## src/rtl/tx_cpl_encode.sv

```systemverilog
// tx_cpl_encode: builds single-beat PCIe completion TLPs (CplD or UR Cpl) for
// non-posted reads and presents them on the 256-bit HIP TX Avalon-ST port.
// One completion is in flight at a time; oDONE_PULSE releases the RX decoder.
module tx_cpl_encode #(
  parameter int BALI     = 0,
  parameter int STALL_TO = 1024
) (
  input  logic         iCLK,
  input  logic         iRST,
  input  logic         iCPL_REQ,
  input  logic         iCPL_UR,
  input  logic [15:0]  iCPL_REQ_ID,
  input  logic [7:0]   iCPL_TAG,
  input  logic [2:0]   iCPL_TC,
  input  logic [1:0]   iCPL_ATTR,
  input  logic [4:0]   iCPL_ADDR,
  input  logic [9:0]   iCPL_LEN,
  input  logic [63:0]  iCPL_RD_DATA,
  input  logic [12:0]  iCFG_BUSDEV,
  output logic         oCPL_BUSY,
  output logic         oDONE_PULSE,
  output logic [255:0] oTX_ST_DATA,
  output logic         oTX_ST_SOP,
  output logic         oTX_ST_EOP,
  output logic         oTX_ST_VALID,
  output logic [1:0]   oTX_ST_EMPTY,
  output logic         oTX_ST_ERR,
  input  logic         iTX_ST_READY,
  output logic         oTX_STALL,
  input  logic         iSTALL_CLR
);

  localparam int CNT_W = $clog2(STALL_TO + 1);

  typedef enum logic [2:0] {IDLE, BUILD, PIPE, SEND, DONE} state_t;

  state_t             state;
  state_t             stateNext;
  logic               accept;
  logic               stallHit;
  logic [CNT_W-1:0]   stallCnt;

  logic               ur_p0;
  logic [15:0]        reqId_p0;
  logic [7:0]         tag_p0;
  logic [2:0]         tc_p0;
  logic [1:0]         attr_p0;
  logic [4:0]         addr_p0;
  logic [9:0]         len_p0;
  logic [63:0]        rdData_p0;
  logic [12:0]        busDev_p0;

  logic [255:0]       beat_p1;
  logic [1:0]         empty_p1;
  logic [255:0]       beat_p2;
  logic [1:0]         empty_p2;

  // Forms the whole beat {empty, data}. Lengths other than 1 or 2 DW are
  // answered with UR since the BAR read path only ever returns up to one QW.
  function automatic logic [257:0] buildBeat(
    input logic        ur,
    input logic [15:0] reqId,
    input logic [7:0]  tag,
    input logic [2:0]  tc,
    input logic [1:0]  attr,
    input logic [4:0]  addr,
    input logic [9:0]  len,
    input logic [63:0] rdData,
    input logic [12:0] busDev
  );
    logic            isUr;
    logic            qwAligned;
    logic            twoDw;
    logic [7:0][31:0] dw;
    logic [1:0]      empty;
    isUr      = ur || ((len != 10'd1) && (len != 10'd2));
    qwAligned = ~addr[0];
    twoDw     = (len == 10'd2);
    dw        = '0;
    dw[0] = {(isUr ? 8'h0A : 8'h4A), 1'b0, tc, 4'b0000, 1'b0, 1'b0, attr,
             2'b00, (isUr ? 10'd0 : len)};
    dw[1] = {busDev, 3'b000, (isUr ? 3'b001 : 3'b000), 1'b0,
             (isUr ? 12'd4 : {len, 2'b00})};
    dw[2] = {reqId, tag, 1'b0, addr, 2'b00};
    empty = 2'd2;
    if (!isUr) begin
      // Aligned payload leaves DW3 as a zero pad so data sits on a QW boundary.
      if (qwAligned) begin
        dw[4] = rdData[31:0];
        if (twoDw) dw[5] = rdData[63:32];
      end else begin
        dw[3] = rdData[31:0];
        if (twoDw) dw[4] = rdData[63:32];
      end
      empty = (twoDw || qwAligned) ? 2'd1 : 2'd2;
    end
    return {empty, dw};
  endfunction

  assign accept = (state == IDLE) && iCPL_REQ;

  // ---- stage p0: request fields captured on the accept cycle only ----
  // Capture request fields so later input changes cannot disturb the TLP.
  always_ff @(posedge iCLK) begin
    if (accept) begin
      ur_p0     <= iCPL_UR;
      reqId_p0  <= iCPL_REQ_ID;
      tag_p0    <= iCPL_TAG;
      tc_p0     <= iCPL_TC;
      attr_p0   <= iCPL_ATTR;
      addr_p0   <= iCPL_ADDR;
      len_p0    <= iCPL_LEN;
      rdData_p0 <= iCPL_RD_DATA;
      busDev_p0 <= iCFG_BUSDEV;
    end
  end

  // ---- stage p1: header and payload assembled during BUILD ----
  // Register the assembled beat at the end of BUILD.
  always_ff @(posedge iCLK) begin
    if (state == BUILD) begin
      {empty_p1, beat_p1} <= buildBeat(ur_p0, reqId_p0, tag_p0, tc_p0, attr_p0,
                                       addr_p0, len_p0, rdData_p0, busDev_p0);
    end
  end

  // ---- stage p2: optional retiming register for Gen3 timing closure ----
  generate
    if (BALI != 0) begin : gBali
      // Extra register stage loaded during PIPE.
      always_ff @(posedge iCLK) begin
        if (state == PIPE) begin
          beat_p2  <= beat_p1;
          empty_p2 <= empty_p1;
        end
      end
    end else begin : gNoBali
      assign beat_p2  = beat_p1;
      assign empty_p2 = empty_p1;
    end
  endgenerate

  // FSM state register; reset abandons any pending beat.
  always_ff @(posedge iCLK or posedge iRST) begin
    if (iRST) state <= IDLE;
    else      state <= stateNext;
  end

  // Next-state and output decode; data is forced to 0 whenever no beat is valid.
  always_comb begin
    stateNext    = state;
    oCPL_BUSY    = (state != IDLE);
    oDONE_PULSE  = 1'b0;
    oTX_ST_VALID = 1'b0;
    oTX_ST_SOP   = 1'b0;
    oTX_ST_EOP   = 1'b0;
    oTX_ST_DATA  = '0;
    oTX_ST_EMPTY = '0;
    oTX_ST_ERR   = 1'b0;
    case (state)
      IDLE:  if (iCPL_REQ) stateNext = BUILD;
      BUILD: stateNext = (BALI != 0) ? PIPE : SEND;
      PIPE:  stateNext = SEND;
      SEND: begin
        oTX_ST_VALID = 1'b1;
        oTX_ST_SOP   = 1'b1;
        oTX_ST_EOP   = 1'b1;
        oTX_ST_DATA  = beat_p2;
        oTX_ST_EMPTY = empty_p2;
        if (iTX_ST_READY) stateNext = DONE;
      end
      DONE: begin
        oDONE_PULSE = 1'b1;
        stateNext   = IDLE;
      end
      default: stateNext = IDLE;
    endcase
  end

  assign stallHit = (state == SEND) && !iTX_ST_READY &&
                    (stallCnt >= CNT_W'(STALL_TO - 1));

  // Count back-pressured cycles of a pending beat; saturate at the timeout.
  always_ff @(posedge iCLK or posedge iRST) begin
    if (iRST) begin
      stallCnt <= '0;
    end else if ((state == SEND) && !iTX_ST_READY) begin
      if (stallCnt != CNT_W'(STALL_TO)) stallCnt <= stallCnt + CNT_W'(1);
    end else begin
      stallCnt <= '0;
    end
  end

  // Sticky timeout flag; software clear takes priority over a new hit.
  always_ff @(posedge iCLK or posedge iRST) begin
    if (iRST)            oTX_STALL <= 1'b0;
    else if (iSTALL_CLR) oTX_STALL <= 1'b0;
    else if (stallHit)   oTX_STALL <= 1'b1;
  end

endmodule

```

## config.mk

```make
export PLATFORM = sky130hd
export DESIGN_NAME = tx_cpl_encode
export DESIGN_NICKNAME = d
export VERILOG_FILES = /design/src/rtl/tx_cpl_encode.sv
export SDC_FILE = /design/constraint.sdc
export NUM_CORES = 1
export LEC_CHECK = 0
export BUFFER_PORTS_ARGS = -buffer_cell sky130_fd_sc_hd__buf_2
export CAP_MARGIN = 10
export CORE_MARGIN = 10
export CORE_UTILIZATION = 33
export DETAILED_ROUTE_END_ITERATION = 10
export GPL_TIMING_DRIVEN = 0
export HOLD_SLACK_MARGIN = 0.03
export MAX_ROUTING_LAYER = met4
export PLACE_DENSITY = 0.54
export SETUP_SLACK_MARGIN = 0.5
export SYNTH_ARGS = -nofsm -noshare
export SYNTH_HDL_FRONTEND = slang
export SYNTH_SLANG_ARGS = --single-unit
export TNS_END_PERCENT = 50
```

## constraint.sdc

```tcl
create_clock -name iCLK -period 12.64 [get_ports iCLK]
set_clock_uncertainty 0.05 [all_clocks]
set_input_delay 0.632 -clock iCLK [delete_from_list [all_inputs] [get_ports iCLK]]
set_output_delay 0.632 -clock iCLK [all_outputs]
set_load 0.02 [all_outputs]
```

==> results of run 1 <==
## state kept, by name, indices dropped and copies added (netlist names)
name,cells
stallCnt,11
attr_p0,2
beat_p1,156
addr_p0,5
reqId_p0,16
tc_p0,3
empty_p1,2
state,3
tag_p0,8
busDev_p0,13
oTX_STALL,1
rdData_p0,64
len_p0,10
ur_p0,1
## cell usage in the layout, fill, tap and decap left out, types with 2 or more instances in the layout
| master | count |
|---|---|
| nor3_1 | 64 |
| buf_6 | 4 |
| xor2_1 | 2 |
| inv_1 | 69 |
| and2_1 | 160 |
| diode_2 | 6 |
| buf_4 | 103 |
| nor2_1 | 4 |
| or3_1 | 5 |
| inv_6 | 3 |
| buf_2 | 306 |
| nand3_1 | 6 |
| buf_12 | 4 |
| buf_16 | 3 |
| clkbuf_16 | 36 |
| o32ai_2 | 6 |
| or4_4 | 2 |
| dfrtp_1 | 15 |
| nor4_1 | 2 |
| o31ai_1 | 2 |
| o32ai_1 | 26 |
| clkbuf_1 | 37 |
| mux2i_1 | 2 |
| buf_1 | 3 |
| edfxtp_1 | 280 |
| or4_1 | 4 |
| ha_1 | 2 |
| clkinv_2 | 9 |
| buf_8 | 6 |
| conb_1 | 98 |
| nand2_1 | 7 |
| clkinvlp_4 | 3 |
| o21ai_0 | 6 |
| a21oi_1 | 8 |
| clkinv_1 | 8 |
## stage by stage
stage	instance area (um^2)	instances
after floorplan	12510	937
after global placement	14600	1706
after detailed placement	14870	1719
after CTS	15930	1783
after global routing	15940	1789
final	15940	1789
## per-layer routing
| layer | global-route usage [%] | vias up | part of all wire [%] |
|---|---|---|---|
| met1 | 16.83 | 3572 | 40 |
| met3 | 5.102 | 63 | 8.2 |
| met2 | 24.37 | 275 | 49 |
| li1 | - | 3675 | - |
| met4 | 6.422 | 0 | 2.8 |
| met5 | - | - | 0 |
## cell families after synthesis
| group | count (synthesis) | share of synthesized area [%] |
|---|---|---|
| flops | 295 | 72.36 |
| simple gates | 266 | 13.14 |
| buf+inv | 219 | 10.26 |
| compound gates | 52 | 3.628 |
| xor+xnor | 3 | 0.2165 |
| fa+ha+maj | 2 | 0.2061 |
| mux | 2 | 0.1649 |
| other cells | 1 | 0.03089 |
## where the power goes
group	switching (uW)	internal (uW)	leakage, uW
sequential	46.7	1340	0.00281
combinational	789	385	0.00345
clock	405	527	0.000519
## final cells by class
class | instances | area [um^2]
timing repair buffer | 314 | 1759
clock inverter | 23 | 141.4
multi-input combinational | 423 | 2494
fill | 3398 | 20490
buffer | 147 | 974.7
sequential | 295 | 8783
clock buffer | 41 | 919.6
inverter | 72 | 270.3
tap | 468 | 585.6
antenna | 6 | 15.01
## worst min path at each step
stage,end,depth (start not counted)
floorplan,beat_p1[12],0
global placement,beat_p1[81],0
detailed placement,beat_p1[12],0
CTS,stallCnt[9],2
global route,stallCnt[6],2
finish,stallCnt[9],2
==> results.sh, run 1 <==
export IMPL_status="complete, no violations"
export IMPL_crit_path_end_kind="output pin"
export IMPL_cp_depth=6
export IMPL_critPathLaunchType="flip-flop"
export IMPL_startpoint="state[1]"
export IMPL_vias_per_cell=4.240
export IMPL_critPathBufInv=4
export IMPL_syn_area_mm2=0.01214
export IMPL_synth_seq_cells=295
export IMPL_powerDensity_mw_per_mm2=219.0
export IMPL_cts_buffers=35
export IMPL_synth_avg_cell_area_um2=14.45
export IMPL_grt_pass1_wl_mm=49.51
export IMPL_hold_violations=0
export IMPL_ys_seq_area_share_pct=72.36
export IMPL_vias=7585
export IMPL_cpMaxStageDelayCell="clkbuf_1"
export IMPL_clk_path_buf_depth=3
export IMPL_core_area_mm2=0.03643
export IMPL_crit_path_max_fanout=10
export IMPL_crit_type="reg -> out"
export IMPL_antenna_found_initial=6
export IMPL_worstSetupEndpoint="oTX_ST_DATA[123]"
export IMPL_grt_use_total_pct=15.09
export IMPL_io_buffer_count=301
export IMPL_setup_viol=0
export IMPL_gp_congestion=0.7839
export IMPL_syn_to_final_growth_pct=31.33
export IMPL_gr_total_overflow=0
export IMPL_slew_headroom_pct=42.35
export IMPL_cts_tree="done"
export IMPL_peakVddDrop_mv=0.1302
export IMPL_firstDrtPassIters=4
export IMPL_grt_pass1_vias=7950
export IMPL_reg2reg_slack_ns=10.13
export IMPL_cp_cell_sequence="and3b_1 > clkbuf_1 > clkbuf_1 > clkbuf_1 > and2_1 > buf_2"
export IMPL_synth_area_leaders="edfxtp_1 (69%), and2_1 (8.2%), buf_4 (6.4%), dfrtp_1 (3.1%), nor3_1 (2.6%)"
export IMPL_num_rows=70
export IMPL_path_clk_slew_ns=0.06
export IMPL_wl_per_cell_um=18.87
export IMPL_fmax_mhz=259.8
export IMPL_dpl_hpwl_mm=25.67
export IMPL_cts_setup_buffers=0
export IMPL_worst_r2r_cell_count=5
export IMPL_synth_edf_count=280
export IMPL_start_util_pct=33.32
export IMPL_critPathRequiredTime_ns=11.96
export IMPL_die_h_um=211.8
export IMPL_drc=0
export IMPL_ys_flop_type="edfxtp_1"
export IMPL_final_nets=1417
export IMPL_worst_slack_ns=8.791
export IMPL_synth_top_area_share_pct=69.26
export IMPL_slew_violations=0
export IMPL_power_total_uw=3491
export IMPL_clkSinkCount=295
export IMPL_worst_pin_slew_ns=0.8647
export IMPL_io_pins=392
export IMPL_rr_startpoint="len_p0[7]"
export IMPL_maxCapViolCount=0
export IMPL_fin_crit_ns=3.849
export IMPL_hold_path_class="in -> async"
export IMPL_yosysTopAreaCell="edfxtp_1"
export IMPL_yosysMostFrequentCell="edfxtp_1"
export IMPL_holdWs_ns=0.1305
export IMPL_rsz0062_at_grt="false"
export IMPL_synthTopCellsByCount="edfxtp_1 (280), and2_1 (160), buf_4 (103), inv_1 (69), nor3_1 (64)"
export IMPL_timing_rr_end="beat_p1[184]"
export IMPL_tns_ns=0
export IMPL_crit_arrival_ns=3.17
export IMPL_postCtsResizedCells=0
export IMPL_dieArea_mm2=0.04486
export IMPL_async_flop_share_pct=5.085
export IMPL_hold_buffers=0
export IMPL_wirelength_mm=33.75
export IMPL_cts_htree_levels=2
export IMPL_grt_max_degree=36
export IMPL_drive_above_1_share_pct=37.49
export IMPL_utilization_pct=43.76
export IMPL_die_w_um=211.8
export IMPL_finalCritPeriodShare_pct=30.45
export IMPL_leakage_uw=0.006782
export IMPL_root_buffer="clkbuf_16"
export IMPL_syn_instance_count=840
export IMPL_yosysWarnings=0
export IMPL_max_stage_delay_ns=0.66
export IMPL_ys_types=43
export IMPL_ant_nets=0
export IMPL_clk_latency_ns=0.53
export IMPL_dp_slack_ns=9.145
export IMPL_drt_iter0_markers=338
export IMPL_cpMostUsedCell="clkbuf_1"
export IMPL_path_delay_family="buffers and inverters"
Note: power is estimated with default switching activity, not from simulation.
==> run 2, diff against run 1 <==
--- a/config.mk
+++ b/config.mk
@@ -13,7 +13,7 @@
 export GPL_TIMING_DRIVEN = 0
 export HOLD_SLACK_MARGIN = 0.03
 export MAX_ROUTING_LAYER = met4
-export PLACE_DENSITY = 0.54
+export PLACE_DENSITY = 0.52
 export SETUP_SLACK_MARGIN = 0.5
 export SYNTH_ARGS = -nofsm -noshare
 export SYNTH_HDL_FRONTEND = slang
==> constraint.sdc (replaced) <==
create_clock -name iCLK -period 4 [get_ports iCLK]
set_clock_uncertainty 0.05 [all_clocks]
set_input_delay 0.2 -clock iCLK [delete_from_list [all_inputs] [get_ports iCLK]]
set_output_delay 0.2 -clock iCLK [all_outputs]
set_load 0.02 [all_outputs]
==> run 2 against run 1 <==
Effect of this change:
- flip-flop and latch count unchanged
- critical path type unchanged
- sequential share of layout area shrank 4.0 points
- largest power group unchanged
- design area is 7.8% higher
- worst setup slack got worse by 7.9 ns
- wire length grew 4.3%
- via count rose by 5.5%
- global-route usage grew 0.53 points
- critical path depth unchanged
- die area stayed put
==> results.sh, run 2 (synthesized netlist as in run 1, its figures left out) <==
export IMPL_num_rows=70
export IMPL_cts_tree="done"
export IMPL_utilization_pct=47.17
export IMPL_critPathRequiredTime_ns=3.75
export IMPL_firstDrtPassIters=6
export IMPL_p_sw_uw=3894
export IMPL_fmax_mhz=320.9
export IMPL_dpl_hpwl_mm=25.88
export IMPL_final_cell_mix="buf_2 (306), edfxtp_1 (280), and2_1 (160)"
export IMPL_stdcell_count=1906
export IMPL_fillers=3324
export IMPL_setup_viol=0
export IMPL_core_area_mm2=0.03643
export IMPL_peakVddDrop_mv=0.4256
export IMPL_cts_htree_levels=2
export IMPL_crit_path_max_fanout=10
export IMPL_crit_path_end_kind="output pin"
export IMPL_status="complete, no violations"
export IMPL_clk_latency_ns=0.51
export IMPL_sw_frac_of_total_pct=34.85
export IMPL_vias_per_cell=4.197
export IMPL_wl_per_cell_um=18.46
export IMPL_cts_setup_buffers=0
export IMPL_pwr_share_comb_pct=34.2
export IMPL_intPower_uw=7278
export IMPL_powerDensity_mw_per_mm2=650.0
export IMPL_ant_nets=0
export IMPL_dp_cells=1720
export IMPL_root_buffer="clkbuf_16"
export IMPL_hold_violations=0
export IMPL_clockPowerShare_pct=26.6
export IMPL_worst_pin_slew_ns=0.8145
export IMPL_hold_path_class="in -> async"
export IMPL_wirelength_mm=35.19
export IMPL_fin_crit_ns=3.116
export IMPL_die_w_um=211.8
export IMPL_final_nets=1544
export IMPL_syn_to_final_growth_pct=41.59
export IMPL_antenna_found_initial=2
export IMPL_die_h_um=211.8
export IMPL_dieArea_mm2=0.04486
export IMPL_p_seq_share_pct=39.2
export IMPL_leakage_uw=0.007308
export IMPL_slew_violations=0
export IMPL_rsz0062_at_grt="false"
export IMPL_io_pins=392
export IMPL_gp_congestion=0.7563
export IMPL_slew_headroom_pct=45.70
export IMPL_critPathLaunchType="flip-flop"
export IMPL_clk_path_buf_depth=3
export IMPL_layout_commonest_cell="buf_2"
export IMPL_holdWs_ns=0.2860
export IMPL_clkSinkCount=295
export IMPL_path_clk_slew_ns=0.06
export IMPL_crit_type="reg -> out"
export IMPL_vias=7999
export IMPL_tns_ns=0
export IMPL_crit_arrival_ns=2.87
export IMPL_grt_max_degree=36
export IMPL_drt_iter0_markers=382
export IMPL_grt_use_total_pct=15.62
export IMPL_finalCritPeriodShare_pct=77.91
export IMPL_drive_above_1_share_pct=34.05
export IMPL_start_util_pct=33.32
export IMPL_cts_buffers=34
export IMPL_grt_pass1_wl_mm=51.89
export IMPL_grt_pass1_vias=8514
export IMPL_maxCapViolCount=0
export IMPL_drc=0
export IMPL_largest_reg_flops=156
export IMPL_gr_total_overflow=0
export IMPL_io_buffer_count=301
## run 2: critical path, cell delays in order, from the launching register on
cell and delay [ns]:
dfrtp_1 0.49, and3b_1 0.21, clkbuf_1 0.38, clkbuf_2 0.40, clkbuf_1 0.46, and2_1 0.24, buf_2 0.18
## run 2: path summary, 6_finish.rpt
check / to / cells past startpoint / startpoint / slack [ns]
setup reg to reg: beat_p1[150] / 5 / len_p0[7] / 1.47
max in group asynchronous: stallCnt[1] / 3 / iRST / 3.23
min in group iCLK: reqId_p0[4] / 2 / iCPL_REQ_ID[4] / 0.35
setup / recovery: oTX_ST_DATA[122] / 6 / state[1] / 0.88
hold / removal: stallCnt[6] / 3 / iRST / 0.29
hold reg to reg: beat_p1[90] / 0 / reqId_p0[10] / 0.36
## run 2: stage by stage
stage	total power (uW)	cell area [um^2]	setup WS, ns
finish	11170	17190	0.8835
global route	11760	17190	0.6144
CTS	11360	17180	0.6978
detailed placement	8250	14860	0.9759
global placement	8020	14610	-3.073
floorplan	6680	12520	-0.9684
## run 2: routing by layer
| metal | track usage (%) | routed length, um | up-vias |
|---|---|---|---|
| met5 | - | 0 | - |
| met4 | 3.918 | 609 | 0 |
| met3 | 4.703 | 2715 | 42 |
| met2 | 26.98 | 17960 | 248 |
| met1 | 17.33 | 13900 | 3797 |
| li1 | - | - | 3912 |
## run 2: layout make-up
| class | count | area (um^2) | share of cell area (%) |
|---|---|---|---|
| Buffer | 147 | 975.9 | 5.678 |
| Antenna cell | 2 | 5.005 | 0.02912 |
| Tap cell | 468 | 585.6 | 3.407 |
| Timing Repair Buffer | 442 | 3020 | 17.57 |
| Inverter | 72 | 270.3 | 1.572 |
| Clock inverter | 17 | 180.2 | 1.048 |
| Clock buffer | 40 | 873.3 | 5.081 |
| Sequential cell | 295 | 8783 | 51.10 |
| Multi-Input combinational cell | 423 | 2494 | 14.51 |
## run 2: timing repair
item / CTS / global route
gates resized for setup: 1 / 0
hold endpoints to repair: 141 / 0
hold buffers: 127 / 0
setup endpoints to repair: 6 / 0
## run 2: power groups by stage
stage | Clock, uW | Sequential (uW) | Combinational [uW]
after floorplan | 0 | 4500 | 2180
after global placement | 0 | 4530 | 3490
after detailed placement | 0 | 4450 | 3800
after CTS | 3050 | 4390 | 3920
after global routing | 3170 | 4450 | 4130
final | 2970 | 4380 | 3820
